### config.mk
export PLATFORM = sky130hd
export DESIGN_NAME = mem_loader
export DESIGN_NICKNAME = d
export VERILOG_FILES = /design/src/rtl/mem_loader.sv
export SDC_FILE = /design/constraint.sdc
export NUM_CORES = 1
export LEC_CHECK = 0
export BUFFER_PORTS_ARGS = -buffer_cell sky130_fd_sc_hd__buf_2
export CELL_PAD_IN_SITES_DETAIL_PLACEMENT = 0
export CELL_PAD_IN_SITES_GLOBAL_PLACEMENT = 2
export CORE_UTILIZATION = 34
export DETAILED_ROUTE_END_ITERATION = 16
export GPL_ROUTABILITY_DRIVEN = 0
export PLACE_DENSITY_LB_ADDON = 0.15
export SYNTH_ARGS = -nofsm -noshare
export SYNTH_HDL_FRONTEND = slang
export SYNTH_SLANG_ARGS = --single-unit
### constraint.sdc
create_clock -name clk1 -period 2.7 [get_ports clk1]
set_input_delay 0.135 -clock clk1 [delete_from_list [all_inputs] [get_ports clk1]]
set_output_delay 0.135 -clock clk1 [all_outputs]
set_load 0.005 [all_outputs]
### src/rtl/mem_loader.sv
// Byte-stream memory loader: length-prefixed word stream with mod-256 checksum,
// writing words to an instruction/data memory while holding the CPU in reset.
module mem_loader #(
    parameter int          ADDR_W   = 10,
    parameter logic [31:0] HLT_WORD = 32'hFC000000
) (
    input  logic              clk1,
    input  logic              rst,
    input  logic              start,
    input  logic [7:0]        rx_data,
    input  logic              rx_valid,
    output logic              rx_ready,
    output logic              mem_we,
    output logic [ADDR_W-1:0] mem_addr,
    output logic [31:0]       mem_wdata,
    output logic              cpu_hold,
    output logic              load_done,
    output logic              load_err,
    output logic              hlt_seen
);

    localparam logic [2:0] IDLE   = 3'd0;
    localparam logic [2:0] LEN_HI = 3'd1;
    localparam logic [2:0] LEN_LO = 3'd2;
    localparam logic [2:0] DATA   = 3'd3;
    localparam logic [2:0] WRITE  = 3'd4;
    localparam logic [2:0] CSUM   = 3'd5;
    localparam logic [2:0] DONE   = 3'd6;
    localparam logic [2:0] ERR    = 3'd7;

    // Largest legal word count; one bit wider than the length field so 2**16 fits.
    localparam logic [16:0] MAX_WORDS = 17'(1) << ADDR_W;

    logic [2:0]      state;
    logic [7:0]      len_hi;
    logic [15:0]     n_words;
    logic [ADDR_W:0] word_idx;
    logic [1:0]      byte_cnt;
    logic [23:0]     partial;
    logic [7:0]      sum;

    logic        take;
    logic [15:0] len_full;
    logic        last_word;

    assign take      = rx_valid && rx_ready;
    assign len_full  = {len_hi, rx_data};
    assign last_word = (17'(word_idx) + 17'd1) == {1'b0, n_words};

    // Status outputs are pure decodes of the state register, so reset clears them for free.
    assign rx_ready  = (state == LEN_HI) || (state == LEN_LO) || (state == DATA) || (state == CSUM);
    assign mem_we    = (state == WRITE);
    assign cpu_hold  = (state != DONE);
    assign load_done = (state == DONE);
    assign load_err  = (state == ERR);

    always_ff @(posedge clk1) begin
        // NOTE: non-blocking assignments keep every register sampling pre-edge values.
        if (rst) begin
            state     <= IDLE;
            len_hi    <= '0;
            n_words   <= '0;
            word_idx  <= '0;
            byte_cnt  <= '0;
            partial   <= '0;
            sum       <= '0;
            mem_addr  <= '0;
            mem_wdata <= '0;
            hlt_seen  <= 1'b0;
        end else begin
            case (state)
                IDLE, DONE, ERR: begin
                    if (start) begin
                        state    <= LEN_HI;
                        hlt_seen <= 1'b0;
                        word_idx <= '0;
                        byte_cnt <= '0;
                        sum      <= '0;
                    end
                end
                LEN_HI: begin
                    if (take) begin
                        len_hi <= rx_data;
                        state  <= LEN_LO;
                    end
                end
                LEN_LO: begin
                    if (take) begin
                        n_words <= len_full;
                        if (len_full == 16'd0)
                            state <= CSUM;
                        else if ({1'b0, len_full} > MAX_WORDS)
                            state <= ERR;
                        else
                            state <= DATA;
                    end
                end
                DATA: begin
                    if (take) begin
                        sum      <= sum + rx_data;
                        byte_cnt <= byte_cnt + 2'd1;
                        partial  <= {partial[15:0], rx_data};
                        if (byte_cnt == 2'd3) begin
                            // Write port registers only move here, so they hold between strobes.
                            mem_wdata <= {partial, rx_data};
                            mem_addr  <= word_idx[ADDR_W-1:0];
                            state     <= WRITE;
                        end
                    end
                end
                WRITE: begin
                    if (mem_wdata == HLT_WORD)
                        hlt_seen <= 1'b1;
                    word_idx <= word_idx + (ADDR_W+1)'(1);
                    state    <= last_word ? CSUM : DATA;
                end
                CSUM: begin
                    if (take)
                        state <= (rx_data == 8'(~sum + 8'd1)) ? DONE : ERR;
                end
                default: state <= IDLE;
            endcase
        end
    end

endmodule

== Yosys cells after proc, flatten, opt, wreduce, memory -nomap -nowiden ==
Cells that the tools add are included.

* Word-level logic and storage cells: 75
* Output and inout port bits: 48
* Bits in registers: 115
* Bits of input ports: 12

* Mux-type cells: 22
* Bitwise logic cells: 1
* Add/subtract/negate cells: 5
* Magnitude comparators: 1
* Equality and inequality tests: 19
* Reductions and logical operators: 17

{| class="wikitable"
|+ Operators by type and width
! operator !! number
|-
| equality test 32 bit, second input constant || 1
|-
| 2-to-1 mux 3 bit || 9
|-
| one-hot mux 11 bit (2 select lines) || 1
|-
| one-hot mux 3 bit (6 select lines) || 1
|-
| equality test 12 x 16 -> 1 bit || 1
|-
| > comparator 16 x 11 -> 1 bit, second input constant || 1
|-
| logical NOT 16 bit || 1
|-
| 2-to-1 mux 8 bit || 2
|-
| one-hot mux 8 bit (2 select lines) || 1
|-
| adder 11 x 1 -> 12 bit, second input constant || 1
|-
| equality test 3 bit, second input constant || 4
|-
| adder 11 x 1 -> 11 bit, second input constant || 1
|-
| 2-to-1 mux 11 bit || 1
|-
| inequality test 2 bit, second input constant || 5
|-
| AND reduction 3 bit || 3
|-
| adder 8 x 1 -> 8 bit, second input constant || 1
|-
| adder 8 bit || 1
|-
| equality test 8 bit || 1
|-
| NOT 8 bit || 1
|-
| AND reduction 2 bit || 4
|-
| equality test 3 x 2 -> 1 bit, second input constant || 2
|-
| AND reduction 6 bit || 1
|-
| 2-to-1 mux 2 bit || 2
|-
| inequality test 2 x 1 -> 1 bit, second input constant || 2
|-
| other kinds (12) || 17
|}

== Depth between registers and ports, before layout ==
* Depth in word-level cells: 7
* Mapped depth: 8
* Depth with buffers taken out: 8

== Worst setup path before layout ==
Ideal clock, no wire load.

* Path type: register to register
* Start point: reg word_idx[0]
* End point: reg state[2]
* Cell stages (with the launch flop): 8
* Data arrival time: 2030 ps
* Data required time: 2626 ps
* Period minus slack after synthesis: 2104 ps
* Library setup time: 74 ps
* Path buffers: 0
* Path slack: 596 ps
* Cells stage by stage: dfxtp_1 -> ha_1 -> nand4_2 -> or4_1 -> a311oi_2 -> nand4_1 -> or2_0 -> a31oi_1

* Cells in the longest elaborated chain, start to end: 4

{| class="wikitable"
|+ Ends and longest elaborated chain
! what !! line !! text
|-
| from (decl) || 37 || <nowiki>logic [ADDR_W:0] word_idx;</nowiki>
|-
| from (signal assigned) || 114 || <nowiki>word_idx <= word_idx + (ADDR_W+1)'(1);</nowiki>
|-
| adder 11 x 1 -> 12 bit || 48 || <nowiki>assign last_word = (17'(word_idx) + 17'd1) == {1'b0, n_words};</nowiki>
|-
| equality test 12 x 16 -> 1 bit || 48 ||
|-
| 2-to-1 mux 3 bit || 115 || <nowiki>state <= last_word ? CSUM : DATA;</nowiki>
|-
| one-hot mux 3 bit (6 select lines) || 71 || <nowiki>case (state)</nowiki>
|-
| to (signal assigned) || 115 ||
|-
| to (signal assigned) || 119 || <nowiki>state <= (rx_data == 8'(~sum + 8'd1)) ? DONE : ERR;</nowiki>
|-
| to (decl) || 34 || <nowiki>logic [2:0] state;</nowiki>
|}

Every way passes these cells.
A chain may end at the register's enable or synchronous reset.

== Worst setup path in the final report ==
* Start point: reg word_idx[1]
* End point: reg state[2]

Same word-level chain as after synthesis.

==> impl_metrics.csv <==
group,metric,value,unit
worst_setup_path,cp-start-kind,"flop",
grt,grt_pass1_vias,4771,
grt,global_route.overflow_total,0,
worst_setup_path,cp_slowest_stage_delay,0.50,ns
grt,grt_usage,0.2019,
worst_setup_path,cp_max_fo,9,
power,peakVddDrop,0.4544,mV
timing,slew_violations,0,
min_path,min-delay-path-class,"in2reg",
timing,hold_viol_final,0,
clocking,cts_tree,"built",
place,dpl_cell_area,5928,sq um
logic_synthesis,synth_most_common_cell,"nand2_1",
worst_setup_path,critical_path_buf_inv_count,0,
timing,period_share,0.8791,
detailed_routing,wl_per_cell,16.10,um
power,power_density,671.8,nW/um^2
detailed_routing,drc,0,
detailed_routing,drt_iter0_drc,249,
logic_synthesis,synth_compound_area_frac,0.1875,
grt,grt_pass1_wl,25420,um
detailed_routing,top_layer_used,"met4",
job,maxCapViolations,0,
logic_synthesis,netlist_top_cells_count,"nand2_1 (201), a21oi_1 (120), dfxtp_1 (115)",
layout,final_nets,780,
logic_synthesis,synth_top_area_frac,0.4233,
die,die-height,128.5,um
logic_synthesis,syn_area_per_cell,7.661,sq um
grt,antenna_found_initial,0,
layout,area_growth,20.36,%
die,core-area,15430,sq um
worst_setup_path,slowest_stage,"or4_1",
power,p_leak,2.466,nW
layout,n_antenna_cell,0,
logic_synthesis,synth_edf_count,0,
detailed_routing,routed_via_density,5.184,
clocking,cts.path.max_buffers,2,
clocking,ctsResizeCount,0,
worst_setup_path,critical_path.top_delay_family,"simple AND/OR/NAND/NOR gates",
die,dieArea,16510,sq um
die,io-pin-count,60,
clocking,clkLatencyLatePin,0.41,ns
detailed_routing,wl,15780,um
logic_synthesis,ys.warnings.count,0,
timing,relSlewSlack,0.4990,
clocking,cts_root_buffer,"clkbuf_16",
logic_synthesis,synth_ff_type,"dfxtp_1",
detailed_routing,route.met3.wl,514,um
worst_setup_path,cp_cell_sequence,"ha_1 -> nand4_2 -> or4_1 -> a311oi_2 -> nand4_1 -> or2_0 -> a31oi_1",
clocking,path_clk_slew,0.06,ns
logic_synthesis,synth_xor_area_frac,0.03865,
timing,setup_tns,0,ns
die,die_w,128.5,um
place,dp_hpwl,10690,um
logic_synthesis,synth_area_leaders,"dfxtp_1 (42%), nand2_1 (14%), a21oi_1 (11%), ha_1 (2.5%), clkbuf_1 (2.4%)",
timing,finalCriticalPeriod,2.373,ns
timing,setup_viol,0,
detailed_routing,m1WireLength,7755,um
timing,skew,0.008395,ns
clocking,cts_buffers,17,
layout,final_cell_area,6546,sq um
logic_synthesis,ys_ff_latch,115,
clocking,postCtsSetupBuffers,0,
logic_synthesis,synthAdderAreaFrac,0.02899,
logic_synthesis,syn-num-nets,734,
place,port_buffers,59,
clocking,cts.sinks,115,
run_status,outcome,"completed",
layout,drive_gt1_frac,0.1534,
worst_setup_path,crit_type,"reg2reg",
grt,grt_max_degree,73,
logic_synthesis,syn_inst,710,
detailed_routing,drt_first_pass_iters,5,
clocking,cts-hold-fix-buffers,0,
timing,worst_slew_pin_slew,0.7446,ns
logic_synthesis,synthArstFlopShare,0,
logic_synthesis,synth_top_family_by_area,"simple AND/OR/NAND/NOR gates",
worst_setup_path,worstPathArrival,2.72,ns
worst_setup_path,critPathRequiredTime,3.04,ns
clocking,h-tree-depth,4,
detailed_routing,ant_nets,0,
logic_synthesis,synthMuxAreaShare,0,
worst_setup_path,cp-end-kind,"flop",
logic_synthesis,synth_top_area_cell,"dfxtp_1",
detailed_routing,wl_met2,7345,um
logic_synthesis,yosys.cell_types.count,64,
logic_synthesis,synth-simple-area-share,0.2784,
logic_synthesis,synth_area,5439,sq um
timing,max_freq,0.4213,GHz
logic_synthesis,yosysSeqAreaShare,0.4233,
die,rows,45,
timing,grt_setup_unrepaired,"false",
die,initial_core_util,0.3526,
detailed_routing,num_vias,5080,
[flip-flops by register name (all words and copies together) (netlist names)]
| name | flops |
|---|---|
| partial | 24 |
| len_hi | 8 |
| sum | 8 |
| mem_wdata | 32 |
| state | 3 |
| byte_cnt | 2 |
| n_words | 16 |
| word_idx | 11 |
| mem_addr | 10 |
| hlt_seen | 1 |
[area by class of cell]
type,count,area (sq um)
clock buffer,18,439.2
clock inverter,14,178.9
fill,1656,8881
inverter,12,45.04
multi-input combinational,537,2902
sequential,115,2302
tap,211,264.0
timing repair buffer,73,415.4
[placed cells by master, fill, tap and decap left out, types with 4 or more instances in the layout]
master,Yosys,routed
o21ai_0,17,17
and3_1,8,8
nor4_1,11,11
nand2b_1,7,7
or3_1,10,10
nor3_1,5,5
dfxtp_1,115,115
a22oi_1,5,5
nand2_1,201,201
buf_2,6,58
a21oi_1,120,120
ha_1,11,11
or4_1,5,5
nand4_1,8,8
clkbuf_16,0,17
xnor2_1,12,12
nor2_1,32,32
buf_4,2,14
xor2_1,12,12
nand3_1,7,7
inv_1,12,12
nor3b_1,4,4
clkinv_4,0,5
[per-layer routing]
metal  track usage  up-vias
met5             0        -
met4       0.06228        0
met3       0.04657       13
met2        0.3199       99
met1        0.2719     2414
li1              -     2554
[power breakdown]
part,total (W),internal (W),switching [W]
clock network,0.00235,0.00149,0.000861
registers,0.00175,0.00172,0.0000350
logic,0.000297,0.0000969,0.000200
total,0.00440,0.00330,0.00110
[stage by stage]
step	hold slack [ns]	setup WS, ns	util	std cells	power (W)
finish	0.06264	0.3265	0.4243	980	0.004398
global route	0.05881	0.1003	0.4243	980	0.004570
CTS	0.04534	0.3139	0.4243	980	0.004453
detailed placement	0.4474	0.3214	0.3843	948	0.002089
global placement	0.4437	0.4042	0.3843	948	0.002084
floorplan	0.2710	0.5961	-	710	0.001986
[worst register-to-register path, stage by stage (launching register included)]
cell      delay [ns]
dfxtp_1         0.42
ha_1            0.32
nand4_2         0.25
or4_1           0.50
a311oi_2        0.28
nand4_1         0.16
or2_0           0.24
a31oi_1         0.15
[worst paths after layout]
check	startpoint	end	slack, ns	depth (start not counted)
worst min-delay path	rx_data[0]	len_hi[0]$_SDFFE_PP0P_	0.06	3
worst max-delay path	word_idx[1]$_SDFFE_PP0P_	state[2]$_SDFFE_PP0P_	0.33	7
worst min register to register	mem_addr[4]$_SDFFE_PP0P_	mem_addr[4]$_SDFFE_PP0P_	0.45	2
worst max register to register	word_idx[1]$_SDFFE_PP0P_	state[2]$_SDFFE_PP0P_	0.33	7
[kinds of logic after synthesis]
logic type	Yosys count
XOR/XNOR	24
adder cells (fa/ha/maj)	12
AND/OR/NAND/NOR	326
flip-flops	115
buffers and inverters	58
AO/OA/AOI/OAI	175
Note: power is estimated with default switching activity, not from simulation.
